**src/rtl/teclado_emulador.sv**
```systemverilog
// teclado_emulador: key side of a 4x4 matrix keypad.
// On a start request one key is "pressed": its row line is driven back
// whenever its column is scanned, shaped as press bounce, a stable hold
// and release bounce. Bounce comes from an LFSR reseeded on every reset,
// so the contact pattern repeats exactly after each reset.
module teclado_emulador #(
    parameter int BOUNCE_CYCLES = 16,
    parameter int HOLD_CYCLES   = 64
) (
    input  logic       clk,
    input  logic       rst,
    input  logic       start,
    input  logic [3:0] key_code,
    input  logic [3:0] col_in,
    output logic [3:0] row_out,
    output logic       busy,
    output logic       done,
    output logic       pressed
);

    // The phase counter must hold the longer of the two phase lengths
    localparam int MAX_CYCLES = (BOUNCE_CYCLES > HOLD_CYCLES) ? BOUNCE_CYCLES : HOLD_CYCLES;
    localparam int CNT_W      = (MAX_CYCLES < 2) ? 1 : $clog2(MAX_CYCLES + 1);

    localparam logic [CNT_W-1:0] BOUNCE_LOAD = CNT_W'(BOUNCE_CYCLES);
    localparam logic [CNT_W-1:0] HOLD_LOAD   = CNT_W'(HOLD_CYCLES);
    localparam logic [CNT_W-1:0] CNT_ONE     = CNT_W'(1);
    localparam logic [7:0]       LFSR_SEED   = 8'hA5;

    typedef enum logic [1:0] {
        IDLE,
        BOUNCE_PRESS,
        HOLD,
        BOUNCE_RELEASE
    } state_t;

    state_t           state;
    state_t           state_next;
    logic [CNT_W-1:0] cnt;
    logic [CNT_W-1:0] cnt_next;
    logic [7:0]       lfsr;
    logic [7:0]       lfsr_next;
    logic [3:0]       row_mask;
    logic [3:0]       col_mask;
    logic [3:0]       row_mask_dec;
    logic [3:0]       col_mask_dec;
    logic             accept;
    logic             done_next;
    logic             contact;
    logic             in_bounce;

    // Translate a key code into the one-hot row and column of the keypad layout
    always_comb begin
        row_mask_dec = 4'b0000;
        col_mask_dec = 4'b0000;
        case (key_code)
            4'h1: begin row_mask_dec = 4'b0001; col_mask_dec = 4'b0001; end
            4'h2: begin row_mask_dec = 4'b0001; col_mask_dec = 4'b0010; end
            4'h3: begin row_mask_dec = 4'b0001; col_mask_dec = 4'b0100; end
            4'hA: begin row_mask_dec = 4'b0001; col_mask_dec = 4'b1000; end
            4'h4: begin row_mask_dec = 4'b0010; col_mask_dec = 4'b0001; end
            4'h5: begin row_mask_dec = 4'b0010; col_mask_dec = 4'b0010; end
            4'h6: begin row_mask_dec = 4'b0010; col_mask_dec = 4'b0100; end
            4'hB: begin row_mask_dec = 4'b0010; col_mask_dec = 4'b1000; end
            4'h7: begin row_mask_dec = 4'b0100; col_mask_dec = 4'b0001; end
            4'h8: begin row_mask_dec = 4'b0100; col_mask_dec = 4'b0010; end
            4'h9: begin row_mask_dec = 4'b0100; col_mask_dec = 4'b0100; end
            4'hC: begin row_mask_dec = 4'b0100; col_mask_dec = 4'b1000; end
            4'hE: begin row_mask_dec = 4'b1000; col_mask_dec = 4'b0001; end
            4'h0: begin row_mask_dec = 4'b1000; col_mask_dec = 4'b0010; end
            4'hF: begin row_mask_dec = 4'b1000; col_mask_dec = 4'b0100; end
            4'hD: begin row_mask_dec = 4'b1000; col_mask_dec = 4'b1000; end
            default: begin row_mask_dec = 4'b0000; col_mask_dec = 4'b0000; end
        endcase
    end

    // Phase sequencing: each state loads the counter on entry and leaves when it reads 1
    always_comb begin
        state_next = state;
        cnt_next   = cnt;
        done_next  = 1'b0;
        accept     = 1'b0;
        case (state)
            IDLE: begin
                if (start) begin
                    accept = 1'b1;
                    if (BOUNCE_CYCLES == 0) begin
                        state_next = HOLD;
                        cnt_next   = HOLD_LOAD;
                    end else begin
                        state_next = BOUNCE_PRESS;
                        cnt_next   = BOUNCE_LOAD;
                    end
                end
            end
            BOUNCE_PRESS: begin
                if (cnt == CNT_ONE) begin
                    state_next = HOLD;
                    cnt_next   = HOLD_LOAD;
                end else begin
                    cnt_next = cnt - CNT_ONE;
                end
            end
            HOLD: begin
                if (cnt == CNT_ONE) begin
                    if (BOUNCE_CYCLES == 0) begin
                        state_next = IDLE;
                        cnt_next   = '0;
                        done_next  = 1'b1;
                    end else begin
                        state_next = BOUNCE_RELEASE;
                        cnt_next   = BOUNCE_LOAD;
                    end
                end else begin
                    cnt_next = cnt - CNT_ONE;
                end
            end
            BOUNCE_RELEASE: begin
                if (cnt == CNT_ONE) begin
                    state_next = IDLE;
                    cnt_next   = '0;
                    done_next  = 1'b1;
                end else begin
                    cnt_next = cnt - CNT_ONE;
                end
            end
            default: begin
                state_next = IDLE;
                cnt_next   = '0;
            end
        endcase
    end

    // Contact is open when idle, closed when holding and random while bouncing
    always_comb begin
        in_bounce = (state == BOUNCE_PRESS) || (state == BOUNCE_RELEASE);
        lfsr_next = {lfsr[6:0], lfsr[7] ^ lfsr[5] ^ lfsr[4] ^ lfsr[3]};
        case (state)
            HOLD:           contact = 1'b1;
            BOUNCE_PRESS:   contact = lfsr[0];
            BOUNCE_RELEASE: contact = lfsr[0];
            default:        contact = 1'b0;
        endcase
    end

    // State, phase counter and completion pulse
    always_ff @(posedge clk or posedge rst) begin
        if (rst) begin
            state <= IDLE;
            cnt   <= '0;
            done  <= 1'b0;
        end else begin
            state <= state_next;
            cnt   <= cnt_next;
            done  <= done_next;
        end
    end

    // Bounce generator only moves while bouncing so the pattern is reproducible
    always_ff @(posedge clk or posedge rst) begin
        if (rst) begin
            lfsr <= LFSR_SEED;
        end else if (in_bounce) begin
            lfsr <= lfsr_next;
        end
    end

    // Key position is captured at accept so later key_code changes are ignored
    always_ff @(posedge clk or posedge rst) begin
        if (rst) begin
            row_mask <= 4'b0000;
            col_mask <= 4'b0000;
        end else if (accept) begin
            row_mask <= row_mask_dec;
            col_mask <= col_mask_dec;
        end
    end

    // Row sense: drive the key's row one cycle after its column is scanned with contact closed
    always_ff @(posedge clk or posedge rst) begin
        if (rst) begin
            row_out <= 4'b0000;
        end else if (contact && ((col_in & col_mask) != 4'b0000)) begin
            row_out <= row_mask;
        end else begin
            row_out <= 4'b0000;
        end
    end

    assign busy    = (state != IDLE);
    assign pressed = contact;

endmodule

```
**config.mk**
```make
export PLATFORM = sky130hd
export DESIGN_NAME = teclado_emulador
export DESIGN_NICKNAME = d
export VERILOG_FILES = /design/src/rtl/teclado_emulador.sv
export SDC_FILE = /design/constraint.sdc
export NUM_CORES = 1
export LEC_CHECK = 0
export BUFFER_PORTS_ARGS = -buffer_cell sky130_fd_sc_hd__buf_2
export CAP_MARGIN = 40
export CORE_UTILIZATION = 25
export DETAILED_ROUTE_END_ITERATION = 6
export MAX_ROUTING_LAYER = met4
export PLACE_DENSITY = 0.52
export SLEW_MARGIN = 0
export SYNTH_ARGS = -nofsm -noshare
export SYNTH_HDL_FRONTEND = slang
export SYNTH_SLANG_ARGS = --single-unit
```
**constraint.sdc**
```tcl
create_clock -name clk -period 1.8 [get_ports clk]
set_input_delay 0.09 -clock clk [delete_from_list [all_inputs] [get_ports clk]]
set_output_delay 0.09 -clock clk [all_outputs]
set_load 0.02 [all_outputs]
```
==> out/qor.txt, run 1 <==
status = completed
RePlAce Congestion = 0.856
1st-iter DRT viols = 76
CP startpoint kind = flip-flop
largest net degree at the start of global routing = 31
post-CTS setup buffer count = 0
fraction of registers with async set/reset = 100%
IO Pins = 18
fin area = 1970 um^2
cell-internal power = 1.88 mW
Worst Path Max Fanout = 6
switching part of the total = 38.1%
crit-path cells = inv_1 > ha_1 > nor3_4 > o21a_4 > mux2_4
worst r2r src = state[0]
Worst EP arrival = 1820 ps
post-cts gate resize count = 0
Post-Route WL = 3140 um
Clock Tree Buf Depth = 2
# DRC = 0
number of antenna diodes = 0
Die Wd = 83 um
Syn Nets = 181
most common cell after layout, fill and taps aside = dfrtp_1
hold_buf cts = 1
Seq pwr share = 33.2%
Global Route Usage Sum = 10.3%
RSZ-0062 raised after global routing = false
CP Class = reg -> reg
Skew-Pair Late Insertion Delay = 280 ps
vias per inst = 4.59
most frequent cells in the layout = 26 x dfrtp_1, 17 x nand2_1, 17 x buf_2
crit path from = state[0]
final setup fails = 0
Synth Flop Type = dfrtp_1
Critical Path Slowest Stage Cell = dfrtp_1
post-route ant nets = 0
cell row count = 29
Core Region = 6350 um^2
period utilization = 91.7%
layout cells sized above 1 = 24.1%
CP endpoint kind = flip-flop
clk_skew = 5.88 ps
final hold violation count = 0
Clk pwr share = 22.6%
placed cell area = 1850 um^2
max cap viols = 0
first-pass GRT wire length = 5570 um
Max stage delay on crit path = 430 ps
yosys warns = 0
Seq/Total Area, Yosys = 46.1%
Leakage = 0.924 nW
Comb pwr share = 44.2%
WL per Instance = 11.9 um
Via Count = 1212
clock sink count = 30
initial core utilization = 25.8%
fmax = 606 MHz
reg2reg setup slack = 150 ps
Synth cell types = 44
Buf/Inv on CP = 1
VDD IR max = 0.487 mV
nets = 208
TritonRoute pass-1 iters = 5
initial antenna violation count = 0
cell area after synthesis = 1640 um^2
remaining global-route overflow = 0
Power Density = 1540 nW/um^2
Post-Route Utilization = 31.1%
CTS tree = built
final setup TNS = 0 ps
Hold Crit Start = key_code[1]
Die ar. = 6890 um^2
final worst path period need = 1650 ps
EDFF count, synth = 0
P&R area growth vs syn = 20.3%
clock root cell = clkbuf_8
Req. time, crit path = 1970 ps
HPWL after detailed placement = 2270 um
chip height = 83 um
Tightest Pin Transition = 386 ps
final slew viol count = 0
TritonCTS Buffers = 5
Syn Inst Count = 159
number of global-route vias before repair = 1198
Max transition margin = 74.3%
Worst Hold Class = in -> reg
delay-heaviest family, CP = flip-flops
total net switching power = 1.16 mW
htree depth = 2
Synth Register Bits = 30
Worst-path clk slew = 70 ps
Avg Cell Area, Syn = 10.3 um^2
number of port buffers = 17
-- per-stage QoR --
stage          worst slack [ps]  power [mW]  std cells  hold slack (ps)
3_5_place_dp                173        2.36        255              194
3_3_place_gp                203        2.38        255              190
2_1_floorplan               253        2.01        159              178
4_1_cts                     137        3.07        264              153
5_1_grt                    72.6        3.25        264              185
6_report                    149        3.03        264              159
-- cells by family after synthesis --
logic type                 Yosys count  share of synthesized area, %
muxes                                9                          6.41
adders and majority gates           11                          8.39
DFF                                 30                          46.1
and+or+nand+nor                     51                          17.3
AOI/OAI and AO/OA                   42                          16.8
buffers and inverters               12                          2.90
xor gates and xnor gates             4                          2.14
-- sequential cells by signal, summed over array words and instances, names as in the netlist --
register / count
done: 1
col_mask: 4
state: 2
row_mask: 4
row_out: 4
lfsr: 8
cnt: 7
-- final timing paths --
check                              end  depth (start not counted)
max                           state[1]                          5
min                        col_mask[3]                          4
max reg2reg                   state[1]                          5
min reg2reg                row_mask[2]                          2
max in group asynchronous      lfsr[0]                          4
min in group asynchronous   row_out[2]                          4
-- per-layer routing --
metal  part of all wire [%]  routed length (um)  global-route usage, %  vias up
met5                      0                   0                      -        -
met4                    1.2                  38                   5.17        0
met3                    3.6                 113                   2.39        2
met2                     46                1430                   15.6       29
met1                     50                1550                   12.9      571
li1                       -                   -                      -      610
-- worst register-to-register path, delay by kind of cell, from the launching register on --
kind	cells	cell delay, ps
AO/OA/AOI/OAI	1	170
adder cells (fa/ha/maj)	1	260
buffers and inverters	1	120
flip-flops	1	430
multiplexers	1	280
AND/OR/NAND/NOR	1	290
-- power groups by stage --
stage / clock network, mW / logic, mW / registers (mW)
6_report: 0.684 / 1.34 / 1.01
5_1_grt: 0.743 / 1.48 / 1.03
4_1_cts: 0.713 / 1.35 / 1.01
3_5_place_dp: 0 / 1.35 / 1.02
3_3_place_gp: 0 / 1.36 / 1.02
2_1_floorplan: 0 / 1.02 / 0.992
-- cell usage after synthesis, types with 3 or more instances --
cell type	instances	area share, %
o21ai_1	13	4.0
xnor2_1	3	1.6
o21ai_0	4	1.2
nor2_1	10	2.3
dfstp_2	4	6.4
ha_1	11	8.4
and2_1	4	1.5
a22oi_1	3	1.4
nor2b_1	3	1.1
a211oi_1	4	1.8
a21o_1	3	1.4
nand2b_1	4	1.5
dfrtp_1	26	40
mux2_1	7	4.8
nand2_1	17	3.9
inv_1	7	1.6
a21oi_1	5	1.5
-- cell type report --
class	instances	area (um^2)
Clock buffer	5	68.8
Inverter	8	30.0
Fill cell	649	4380
Tap cell	77	96.3
Multi-Input combinational cell	117	837
Clock inverter	3	45.0
Sequential cell	30	756
Timing Repair Buffer	24	140
Power figures use the tool's default switching activity.
==> run 2, diff against run 1 <==
Settings changed: CTS_BUF_LIST from default to sky130_fd_sc_hd__clkbuf_16, PLACE_DENSITY 0.52 to 0.48.
==> run 2 against run 1 <==
Combinational power about the same. Critical endpoint unchanged. Highest routed layer unchanged. Power up 3.4%. First-iteration DRC count down 55%.
==> out/qor.txt, run 2 (synthesized netlist as in run 1, its figures left out) <==
remaining global-route overflow = 0
Worst Hold Class = in -> reg
fmax = 602 MHz
crit path to = state[1]
crit path from = cnt[1]
Worst EP arrival = 1820 ps
# DRC = 0
clock sink count = 30
most frequent cells in the layout = 26 x dfrtp_1, 17 x nand2_1, 17 x buf_2
final setup fails = 0
chip height = 83 um
post-CTS setup buffer count = 0
RSZ-0062 raised after global routing = false
Skew-Pair Late Insertion Delay = 270 ps
Clk pwr share = 24.9%
final slew viol count = 0
cell-internal power = 1.97 mW
Top Registers = lfsr (8), cnt (7)
largest net degree at the start of global routing = 31
Die ar. = 6890 um^2
Largest register FFs = 8
layout cells sized above 1 = 23.9%
Seq pwr share = 32.0%
final setup TNS = 0 ps
most common cell after layout, fill and taps aside = dfrtp_1
fin area = 2010 um^2
HPWL after detailed placement = 2300 um
worst r2r path cells = 6
clk_skew = 7.35 ps
final worst path period need = 1660 ps
Req. time, crit path = 1960 ps
vias per inst = 4.53
Largest Register = lfsr
RePlAce Congestion = 0.801
Comb pwr share = 43.1%
initial core utilization = 25.8%
post-route ant nets = 0
Worst Path Max Fanout = 4
worst r2r src = cnt[1]
RR Endpoint = state[1]
IO Pins = 18
CTS tree = built
Global Route Usage Sum = 10.8%
nets = 209
CP startpoint kind = flip-flop
Worst-path clk slew = 50 ps
CP endpoint kind = flip-flop
htree depth = 2
clock root cell = clkbuf_16
total net switching power = 1.16 mW
Tightest Pin Transition = 379 ps
1st-iter DRT viols = 34
max cap viols = 0
cell row count = 29
number of global-route vias before repair = 1198
Leakage = 0.952 nW
final hold violation count = 0
first-pass GRT wire length = 5690 um
placed cell area = 1860 um^2
CP Class = reg -> reg
TritonCTS Buffers = 5
Clock Tree Buf Depth = 2
Core Region = 6350 um^2
Via Count = 1200
Power Density = 1560 nW/um^2
period utilization = 92.2%
WHS = 155 ps
Max transition margin = 74.8%
status = completed
VDD IR max = 0.390 mV
P&R area growth vs syn = 22.3%
initial antenna violation count = 0
Post-Route Utilization = 31.6%
TritonRoute pass-1 iters = 4
WL per Instance = 11.7 um
Die Wd = 83 um
reg2reg setup slack = 140 ps
Post-Route WL = 3100 um
number of antenna diodes = 0
switching part of the total = 37.1%
number of port buffers = 17
run 2: changes by cell type in the layout (fill, tap and decap cells not counted), sizes merged:
cell,previous run,this run
clkinv,0,2
buf,23,24
clkinvlp,2,0
inv,8,9
bufinv,1,0
run 2: layer usage:
layer	share of wire [%]	global-route usage [%]	wire, um
met5	0	-	0
met2	44	15.7	1380
met1	52	13.7	1600
met4	0.74	5.64	23
met3	3.2	2.68	100
run 2: worst min-delay path by stage:
| stage | from | depth (start not counted) | endpoint |
|---|---|---|---|
| final | key_code[3] | 3 | col_mask[3] |
| after global placement | rst | 3 | row_out[2] |
| after CTS | key_code[3] | 3 | col_mask[3] |
| after global routing | key_code[3] | 3 | col_mask[3] |
| after detailed placement | rst | 3 | row_out[0] |
| after floorplan | rst | 1 | cnt[0] |
run 2: worst max-delay path, cell delays in order (launching register included):
cell     delay [ps]
dfrtp_1         390
inv_1           110
ha_1            180
nor2b_1         250
and2_4          210
o21a_4          130
mux2_4          280
run 2: stage by stage:
stage	worst slack (ps)	cells	power, mW
4_1_cts	152	265	3.18
2_1_floorplan	253	159	2.01
3_5_place_dp	161	256	2.38
6_report	140	265	3.14
3_3_place_gp	182	256	2.40
5_1_grt	7.51	265	3.43
run 2: repair_timing:
item,4_1_cts,5_1_grt
hold buffers,1,0
resized for setup,0,0
hold endpoints to repair,26,0
run 2: power groups by stage:
stage,clock network [mW],logic (mW),registers [mW]
after CTS,0.807,1.37,1.00
after floorplan,0,1.02,0.992
final,0.780,1.35,1.00
after detailed placement,0,1.37,1.01
after global placement,0,1.39,1.02
after global routing,0.849,1.55,1.03
run 2: cell type report:
cell class,instances,area [um^2]
multi-input cells,117,837
fillers,646,4340
clock inverters,3,13.8
well taps,77,96.3
repair buffers,25,148
inverters,8,30.0
clock buffers,5,125
flip-flops and latches,30,756
==> run 3, diff against run 2 <==
Settings changed: ABC_AREA from default to 1.
==> run 3 against run 2 <==
Clock skew down 1.9 ps. Synthesized cell count up 30%. Worst setup slack better by 140 ps. Largest cell class unchanged. Design area up 1.1%. Via count up 9.0%. Power up 0.88%. Critical path type unchanged.
==> out/qor.txt, run 3 <==
WL per Instance = 10.5 um
status = completed
max cap viols = 0
DP Worst Slack = 289 ps
# DRC = 0
htree depth = 2
switching part of the total = 38.4%
Worst EP arrival = 1670 ps
post-CTS setup buffer count = 0
Avg Cell Area, Syn = 8.04 um^2
Synth Register Bits = 30
met2 global-route usage = 16.8%
first-pass GRT wire length = 5760 um
TritonCTS Buffers = 5
clock root cell = clkbuf_16
Post-synth top cells = 52 x nand2_1, 28 x inv_1, 26 x dfrtp_1, 21 x nor2_1, 15 x o21ai_0
TritonRoute pass-1 iters = 4
final setup TNS = 0 ps
CP startpoint kind = flip-flop
RePlAce Congestion = 0.834
cell-internal power = 1.95 mW
most frequent cell after synthesis = nand2_1
Synth top area share = 39.3%
Synth cell types = 28
Synth area leader = dfrtp_1
Max transition margin = 74.6%
Die ar. = 6960 um^2
number of antenna diodes = 0
post-route ant nets = 0
fmax = 659 MHz
Seq pwr share = 30.8%
Comb pwr share = 39.4%
number of port buffers = 17
final setup fails = 0
Top Registers = lfsr (8), cnt (7)
Post-Route WL = 3260 um
Pwr Total = 3.16 mW
P&R area growth vs syn = 22.4%
EDFF count, synth = 0
final slew viol count = 0
Worst Path Max Fanout = 9
GR Util met1 = 12.9%
IO Pins = 18
placed cell area = 1850 um^2
Via Count = 1308
remaining global-route overflow = 0
layout filler cell count = 682
Syn Nets = 228
Clk pwr share = 29.8%
Final Worst Setup Slack = 283 ps
RSZ-0062 raised after global routing = false
period utilization = 84.3%
GR Util met3 = 2.78%
CTS tree = built
initial core utilization = 25.9%
clock sink count = 30
clk_skew = 5.40 ps
CP Class = reg -> reg
Synth Flop Type = dfrtp_1
nets = 254
chip height = 83.4 um
yosys warns = 0
CP endpoint kind = flip-flop
most frequent cells in the layout = 52 x nand2_1, 29 x inv_1, 26 x dfrtp_1
cell area after synthesis = 1660 um^2
Tightest Pin Transition = 381 ps
Die Wd = 83.4 um
vias per inst = 4.22
Largest Register = lfsr
Seq/Total Area, Yosys = 45.6%
HPWL after detailed placement = 2430 um
number of global-route vias before repair = 1285
largest net degree at the start of global routing = 31
Global Route Usage Sum = 10.6%
fin area = 2030 um^2
final hold violation count = 0
Req. time, crit path = 1960 ps
Leakage = 1.04 nW
post-cts gate resize count = 0
initial antenna violation count = 0
Worst Hold Class = in -> reg
Worst-path clk slew = 60 ps
VDD IR max = 0.558 mV
most common cell after layout, fill and taps aside = nand2_1
cell row count = 29
layout cells sized above 1 = 18.5%
total net switching power = 1.21 mW
Top Usage Layer GRT = met2
Clock Tree Buf Depth = 2
Syn Inst Count = 206
final worst path period need = 1520 ps
fraction of registers with async set/reset = 100%
Power Density = 1560 nW/um^2
1st-iter DRT viols = 59
Area contributors post-synth = dfrtp_1 39%, nand2_1 12%, ha_1 8.3%, dfstp_2 6.3%, inv_1 6.3%
Core Region = 6390 um^2
Skew-Pair Late Insertion Delay = 270 ps
Largest register FFs = 8
-- run 3: cell types whose count changed in the layout (fill, tap and decap cells not counted), sizes merged, moves of 4 or more --
cell and change:
a211oi -4, a21o -4, and2 -5, buf -4
inv +23, mux2 -9, nand2 +39, nand2b -4
nand3 +10, nor2 +14
-- run 3: layer usage --
layer,share of wire [%],wire length [um]
met1,49,1590
met5,0,0
met4,1.9,61
met3,2.1,68
met2,47,1540
-- run 3: final timing paths --
check                          from     endpoint  slack [ps]  cells after the start
max in group asynchronous       rst      lfsr[7]        1040                      4
setup / recovery           state[0]  col_mask[2]         280                      8
hold / removal                start       cnt[6]         140                      4
hold reg to reg             lfsr[6]      lfsr[7]         470                      2
setup reg to reg           state[0]  col_mask[2]         280                      8
min in group asynchronous       rst     state[0]         450                      4
-- run 3: cells by family (layout without fill, tap and decap cells) --
kind of cell	after synthesis	after routing	share of synthesized area [%]
xor gates and xnor gates	5	5	2.64
AOI/OAI and AO/OA	27	27	9.14
adders and majority gates	11	11	8.31
buffers and inverters	33	60	7.63
and+or+nand+nor	100	100	26.7
DFF	30	30	45.6
-- run 3: power groups by stage --
stage / registers, mW / clock network [mW] / logic [mW]
2_1_floorplan: 0.973 / 0 / 0.940
3_3_place_gp: 0.983 / 0 / 1.27
3_5_place_dp: 0.982 / 0 / 1.26
4_1_cts: 0.973 / 0.967 / 1.27
5_1_grt: 0.993 / 0.994 / 1.45
6_report: 0.974 / 0.943 / 1.25
-- run 3: layout make-up --
type | instances | area [um^2] | area share [%]
Tap cell | 77 | 96.3 | 4.75
Inverter | 31 | 116 | 5.74
Sequential cell | 30 | 756 | 37.3
Clock buffer | 5 | 125 | 6.17
Multi-Input combinational cell | 143 | 774 | 38.2
Clock inverter | 3 | 41.3 | 2.04
Timing Repair Buffer | 21 | 118 | 5.80
-- run 3: per-stage QoR --
stage / hold WS (ps) / util (%) / instances
after floorplan: 178 / - / 206
after global placement: 192 / 29.0 / 301
after detailed placement: 191 / 29.0 / 301
after CTS: 144 / 31.7 / 310
after global routing: 159 / 31.7 / 310
final: 135 / 31.7 / 310
-- run 3: worst max-delay path, stage by stage (launching register included) --
cell,delay [ps]
dfrtp_1,420
inv_1,100
ha_1,240
nand2_2,180
inv_2,110
nand2_2,100
inv_1,60
a22oi_1,130
nand2_1,70
-- run 3: what timing repair did --
action                                  in CTS  in global routing
hold buffers                                 1                  0
endpoints found under the setup margin       0                  0
hold endpoints to repair                    26                  0
